--- src/rtl/ps2_keycode.sv ---
// PS/2 keyboard receiver (scan code set 2) that tracks make/break codes and
// holds the 8-bit movement keycode for the most recently pressed WASD/arrow key.
module ps2_keycode #(
    parameter int FILTER_LEN     = 4,
    parameter int TIMEOUT_CYCLES = 50000
) (
    input  logic       Clk,
    input  logic       Reset_n,
    input  logic       PS2_CLK,
    input  logic       PS2_DAT,
    output logic [7:0] keycode,
    output logic       key_event,
    output logic       byte_valid,
    output logic [7:0] raw_byte,
    output logic       frame_err
);
    localparam int FW = $clog2(FILTER_LEN + 1);
    localparam int TW = $clog2(TIMEOUT_CYCLES + 1);

    typedef enum logic [1:0] {IDLE, DATA, PARITY, STOP} state_t;

    logic [1:0]    clk_sync, dat_sync;
    logic          clk_s, dat_s;
    logic          clk_filt, clk_filt_d;
    logic [FW-1:0] filt_cnt;
    logic          sample;
    state_t        state_q, state_d;
    logic [2:0]    bit_cnt;
    logic [7:0]    shreg;
    logic          par_q;
    logic [TW-1:0] to_cnt;
    logic          timeout, stop_evt, good, err;
    logic          ext_q, brk_q;
    logic          map_vld;
    logic [7:0]    map_val;
    logic          key_wr;
    logic [7:0]    key_nxt;

    assign clk_s = clk_sync[1];
    assign dat_s = dat_sync[1];

    // Bus idles high, so every conditioning register resets to 1.
    always_ff @(posedge Clk or negedge Reset_n) begin
        if (!Reset_n) begin
            clk_sync   <= 2'b11;
            dat_sync   <= 2'b11;
            clk_filt   <= 1'b1;
            clk_filt_d <= 1'b1;
            filt_cnt   <= '0;
        end else begin
            clk_sync   <= {clk_sync[0], PS2_CLK};
            dat_sync   <= {dat_sync[0], PS2_DAT};
            clk_filt_d <= clk_filt;
            if (clk_s == clk_filt) begin
                filt_cnt <= '0;
            end else if (filt_cnt == FW'(FILTER_LEN - 1)) begin
                clk_filt <= clk_s;
                filt_cnt <= '0;
            end else begin
                filt_cnt <= filt_cnt + 1'b1;
            end
        end
    end

    assign sample   = clk_filt_d & ~clk_filt;
    assign timeout  = (state_q != IDLE) && !sample && (to_cnt == TW'(TIMEOUT_CYCLES - 1));
    assign stop_evt = sample && (state_q == STOP);
    assign good     = stop_evt && dat_s && (^{shreg, par_q});
    assign err      = (stop_evt && !good) || timeout;

    always_ff @(posedge Clk or negedge Reset_n) begin
        if (!Reset_n) state_q <= IDLE;
        else          state_q <= state_d;
    end

    always_comb begin
        state_d = state_q;
        case (state_q)
            IDLE:    if (sample && !dat_s)           state_d = DATA;
            DATA:    if (sample && bit_cnt == 3'd7)  state_d = PARITY;
            PARITY:  if (sample)                     state_d = STOP;
            STOP:    if (sample)                     state_d = IDLE;
            default:                                 state_d = IDLE;
        endcase
        if (timeout) state_d = IDLE;
    end

    always_ff @(posedge Clk or negedge Reset_n) begin
        if (!Reset_n) begin
            bit_cnt <= '0;
            shreg   <= '0;
            par_q   <= 1'b0;
            to_cnt  <= '0;
        end else begin
            if (state_q == IDLE || sample) to_cnt <= '0;
            else                           to_cnt <= to_cnt + 1'b1;
            if (sample) begin
                case (state_q)
                    IDLE:    bit_cnt <= '0;
                    DATA: begin
                        shreg   <= {dat_s, shreg[7:1]};
                        bit_cnt <= bit_cnt + 1'b1;
                    end
                    PARITY:  par_q <= dat_s;
                    default: ;
                endcase
            end
        end
    end

    // Arrow keys (E0-prefixed) alias WASD; a prefix mismatch never maps.
    always_comb begin
        map_vld = 1'b1;
        map_val = 8'h00;
        case ({ext_q, shreg})
            {1'b0, 8'h1C}, {1'b1, 8'h6B}: map_val = 8'h04;
            {1'b0, 8'h23}, {1'b1, 8'h74}: map_val = 8'h07;
            {1'b0, 8'h1B}, {1'b1, 8'h72}: map_val = 8'h16;
            {1'b0, 8'h1D}, {1'b1, 8'h75}: map_val = 8'h1A;
            default:                      map_vld = 1'b0;
        endcase
    end

    always_comb begin
        key_wr  = 1'b0;
        key_nxt = keycode;
        if (good && map_vld && shreg != 8'hF0 && shreg != 8'hE0) begin
            if (!brk_q) begin
                key_wr  = 1'b1;
                key_nxt = map_val;
            end else if (map_val == keycode) begin
                key_wr  = 1'b1;
                key_nxt = 8'h00;
            end
        end
    end

    always_ff @(posedge Clk or negedge Reset_n) begin
        if (!Reset_n) begin
            keycode    <= 8'h00;
            key_event  <= 1'b0;
            byte_valid <= 1'b0;
            raw_byte   <= 8'h00;
            frame_err  <= 1'b0;
            ext_q      <= 1'b0;
            brk_q      <= 1'b0;
        end else begin
            byte_valid <= good;
            frame_err  <= err;
            key_event  <= key_wr;
            if (key_wr) keycode <= key_nxt;
            if (good) begin
                raw_byte <= shreg;
                if (shreg == 8'hF0) begin
                    brk_q <= 1'b1;
                end else if (shreg == 8'hE0) begin
                    ext_q <= 1'b1;
                end else begin
                    ext_q <= 1'b0;
                    brk_q <= 1'b0;
                end
            end
            if (err) begin
                ext_q <= 1'b0;
                brk_q <= 1'b0;
            end
        end
    end
endmodule

--- config.mk ---
export PLATFORM = sky130hd
export DESIGN_NAME = ps2_keycode
export DESIGN_NICKNAME = d
export VERILOG_FILES = /design/src/rtl/ps2_keycode.sv
export SDC_FILE = /design/constraint.sdc
export NUM_CORES = 1
export LEC_CHECK = 0
export CORE_ASPECT_RATIO = 0.5
export CORE_MARGIN = 5
export CORE_UTILIZATION = 25
export CTS_BUF_LIST = sky130_fd_sc_hd__clkbuf_2 sky130_fd_sc_hd__clkbuf_4 sky130_fd_sc_hd__clkbuf_8
export CTS_CLUSTER_DIAMETER = 40
export CTS_CLUSTER_SIZE = 28
export DETAILED_ROUTE_END_ITERATION = 10
export GPL_TIMING_DRIVEN = 0
export PLACE_DENSITY = 0.38
export RECOVER_POWER = 50
export SYNTH_ARGS = -nofsm -noshare
export SYNTH_HDL_FRONTEND = slang
export SYNTH_SLANG_ARGS = --single-unit
--- constraint.sdc ---
create_clock -name Clk -period 2.75 [get_ports Clk]
set_clock_uncertainty 0.1 [all_clocks]
set_input_delay 0.55 -clock Clk [delete_from_list [all_inputs] [get_ports Clk]]
set_output_delay 0.55 -clock Clk [all_outputs]
set_load 0.005 [all_outputs]
==> results of run 1 <==
==> how the worst max path moves through the flow <==
stage	start	depth (start not counted)	endpoint
4_1_cts	shreg[3]	7	keycode[1]
6_report	shreg[5]	8	keycode[1]
3_3_place_gp	Reset_n	1	keycode[0]
5_1_grt	state_q[0]	7	state_q[1]
3_5_place_dp	shreg[3]	7	keycode[1]
2_1_floorplan	shreg[6]	8	keycode[1]
==> cell type report <==
class	instances	area [um^2]
tap	165	206
sequential	57	1430
multi-input combinational	198	1420
inverter	10	37.5
timing repair buffer	20	189
clock inverter	5	78.8
fill	1218	8150
clock buffer	11	145
buffer	14	109
==> synthesized netlist by cell type, types with 6 or more instances <==
master    n
dfrtp_1  51
mux2_2    6
nor2b_1   7
nand3_1   9
xnor2_1  12
nor2_1   29
nand2_1  26
o21ai_1   7
inv_1    10
xor2_1    7
dfstp_2   6
o21ai_0  14
mux2_4    6
ha_1      8
==> registers in the layout, indices dropped and copies added, names as in the netlist <==
name and cells:
keycode 5, par_q 1, bit_cnt 3, shreg 8
filt_cnt 3, state_q 2, brk_q 1, key_event 1
dat_sync 2, clk_filt_d 1, clk_filt 1, clk_sync 2
ext_q 1, byte_valid 1, frame_err 1, raw_byte 8
to_cnt 16
==> power groups by stage <==
stage               logic, mW  registers [mW]  clock network (mW)
finish                   1.00            1.10               0.891
global route             1.13            1.13               0.961
CTS                      1.03            1.11               0.923
detailed placement       1.02            1.13                   0
global placement        0.997            1.12                   0
floorplan               0.769            1.10                   0
==> per-layer routing <==
metal / vias to the layer above / share of wire, % / track usage, %
met1: 997 / 47 / 11.7
met2: 36 / 47 / 17.6
li1: 1025 / - / -
met5: - / 0 / 0
met4: 0 / 2.3 / 4.30
met3: 11 / 4.0 / 3.40
==> cells by family (layout without fill, tap and decap cells) <==
logic type      after synthesis  in the layout  synth area share [%]
flops                        57             57                  47.9
mux                          15             15                  6.44
compound gates               46             46                  11.8
buf+inv                      24             60                  4.90
xor+xnor                     21             21                  6.65
fa+ha+maj                     8              8                  3.35
other cells                   1              3                 0.125
simple gates                105            105                  18.7
==> metrics by stage <==
step / instances / total power [mW] / instance area [um^2]
after floorplan: 279 / 1.87 / 3000
after global placement: 463 / 2.12 / 3390
after detailed placement: 464 / 2.15 / 3410
after CTS: 480 / 3.06 / 3630
after global routing: 480 / 3.22 / 3620
final: 480 / 3.00 / 3620
==> key figures, run 1 <==
Run
  • Max-Cap Viols: 0

Logic synthesis
  • Cells after Synth: 277
  • EDFF count, synth: 0
  • Top cell type's share of synthesized area: 42.7%
  • Unique masters post-synth: 59
  • Most used DFF post-synth: dfrtp_1
  • Synth Warn #: 0
  • Synthesized area: 0.00299 mm^2
  • Async SR Flop Fraction: 100%
  • #FFs+latches synth: 57
  • Mapped Avg Cell Area: 10.8 um^2
  • Ranking of synthesized cells by area: dfrtp_1 43%, dfstp_2 5.3%, nor2_1 3.6%, xnor2_1 3.5%, ha_1 3.3%
  • Post-synth top area cell: dfrtp_1
  • Sequential share of the synthesized area: 47.9%

Clocking
  • CTS tree: done
  • CTS clk-pin slew, worst paths: 0.07 ns
  • Post-CTS Hold Buffers: 0
  • CTS-repair resized insts: 0
  • CTS Buf Count: 9
  • Bufs on Longest Clock Path: 2
  • Clk root buf: clkbuf_8
  • H-tree depth: 3
  • CTS sink count: 57
  • Post-CTS Setup Inserts: 0
  • Clk Latency, worst-skew pair: 0.33 ns

Floorplan
  • Placeable Area: 0.0118 mm^2
  • DIE HEIGHT: 87.3 um
  • # IOs: 23
  • Rows: 28
  • Die W: 165 um
  • Die area: 0.0144 mm^2
  • Initial Util: 25.4%

Timing
  • Tmin final: 2.45 ns
  • Max-slew violations: 0
  • Unrepaired setup endpoints after global routing: no
  • Worst-margin pin slew: 1.22 ns
  • Final worst slack: 0.299 ns
  • Final hold slack: 0.255 ns
  • Setup TNS: 0 ns
  • F_max: 0.408 GHz
  • Period utilisation layout: 89.1%
  • Hold Vio Cnt, Final: 0
  • Rel. slew slack: 18.9%
  • Final setup vio count: 0

Final layout
  • Most common cell after layout, fill and taps aside: dfrtp_1
  • Commonest cells after routing, fill and taps aside: 51 x dfrtp_1, 29 x nor2_1, 26 x nand2_1, 16 x clkdlybuf4s50_1, 14 x o21ai_0
  • Layout area overhead: 21.0%
  • Final core utilization: 30.7%
  • Antenna cells: 0
  • Final net count: 322
  • Share of cells above drive strength 1: 18.7%

Route
  • WL/cell: 13.7 um
  • Routed Antenna Nets: 0
  • WL final: 6570 um
  • Initial DRC Count: 112
  • Routed vias: 2,069
  • Number of detailed-route iterations in the first pass: 4
  • DRC errors left: 0
  • Vias per inst: 4.31

Critical path
  • Worst Path Required: 2.86 ns
  • Worst path arrival time: 2.56 ns
  • Reg2Reg Depth: 8
  • R2r startpoint: shreg[5]
  • Worst setup EP type: flip-flop
  • R2R Setup Slk: 0.30 ns
  • Worst path slowest cell: a2111oi_4
  • Startpoint type of the worst setup path: flip-flop
  • Crit path kind: flip-flop to flip-flop
  • Number of buffers and inverters on the critical path: 1
  • Crit-path max FO: 9
  • Worst path max stage delay: 0.47 ns
  • Worst reg2reg path endpoint: keycode[1]
  • CP Cell Sequence: buf_6, nor4b_2, nand2_1, a2111oi_4, mux2i_1, o32ai_4, o211ai_1, o311ai_1
  • Crit-path leading delay family: compound AO/OA/AOI/OAI gates

Pwr
  • Clock network power share: 29.7%
  • Net switching share of the total power: 34.7%
  • NetSw: 1.04 mW
  • Leak: 1.51 nW
  • P_int: 1.96 mW
  • Seq pwr share: 36.9%
  • Power Dens Cells: 829 mW/mm^2
  • Max VDD drop: 0.274 mV
  • Combinational share of power: 33.4%

GRT
  • Initial antenna violation count: 0
  • Vias in the first global route: 2,223
  • Total track usage: 10.2%
  • Grt total ovfl: 0
  • Largest net degree at the start of global routing: 37
  • First-pass GRT wire length: 11,300 um

Hold path
  • Hold Path Origin: dat_sync[0]
  • Hold Path Class: flip-flop to flip-flop
  • Min-Delay Path Depth: 0
  • Hold Crit Endpoint: dat_sync[1]

Placed design
  • Dpl ws: 0.263 ns
  • Port bufs: 19
  • GP Congestion: 0.763
  • DPL Wire Length: 4690 um

Outcome
  • Outcome: completed
No activity file was read; power rests on OpenSTA's default activity.
==> run 2: changes to the inputs <==
==> constraint.sdc (replaced) <==
create_clock -name Clk -period 2.8 [get_ports Clk]
set_clock_uncertainty 0.1 [all_clocks]
set_input_delay 0.56 -clock Clk [delete_from_list [all_inputs] [get_ports Clk]]
set_output_delay 0.56 -clock Clk [all_outputs]
set_load 0.005 [all_outputs]
==> results of run 2 <==
Same layout as run 1 (identical final DEF). Status: completed.
Among the figures that moved: setup slack after placement 0.263 ns -> 0.313 ns; setup slack after layout 0.299 ns -> 0.349 ns; register-to-register setup slack 0.30 ns -> 0.35 ns; total power 3.00 mW -> 2.94 mW; worst IR drop on VDD 0.274 mV -> 0.269 mV
==> run 3: changes to the inputs <==
--- a/config.mk
+++ b/config.mk
@@ -5,6 +5,7 @@
 export SDC_FILE = /design/constraint.sdc
 export NUM_CORES = 1
 export LEC_CHECK = 0
+export ABC_CLOCK_PERIOD_IN_PS = 2800
 export CORE_ASPECT_RATIO = 0.5
 export CORE_MARGIN = 5
 export CORE_UTILIZATION = 25
==> results of run 3 <==
Same layout as run 1 (identical final DEF). Status: completed.
Among the figures that moved: setup slack after placement 0.263 ns -> 0.313 ns; setup slack after layout 0.299 ns -> 0.349 ns; register-to-register setup slack 0.30 ns -> 0.35 ns; total power 3.00 mW -> 2.94 mW; worst IR drop on VDD 0.274 mV -> 0.269 mV
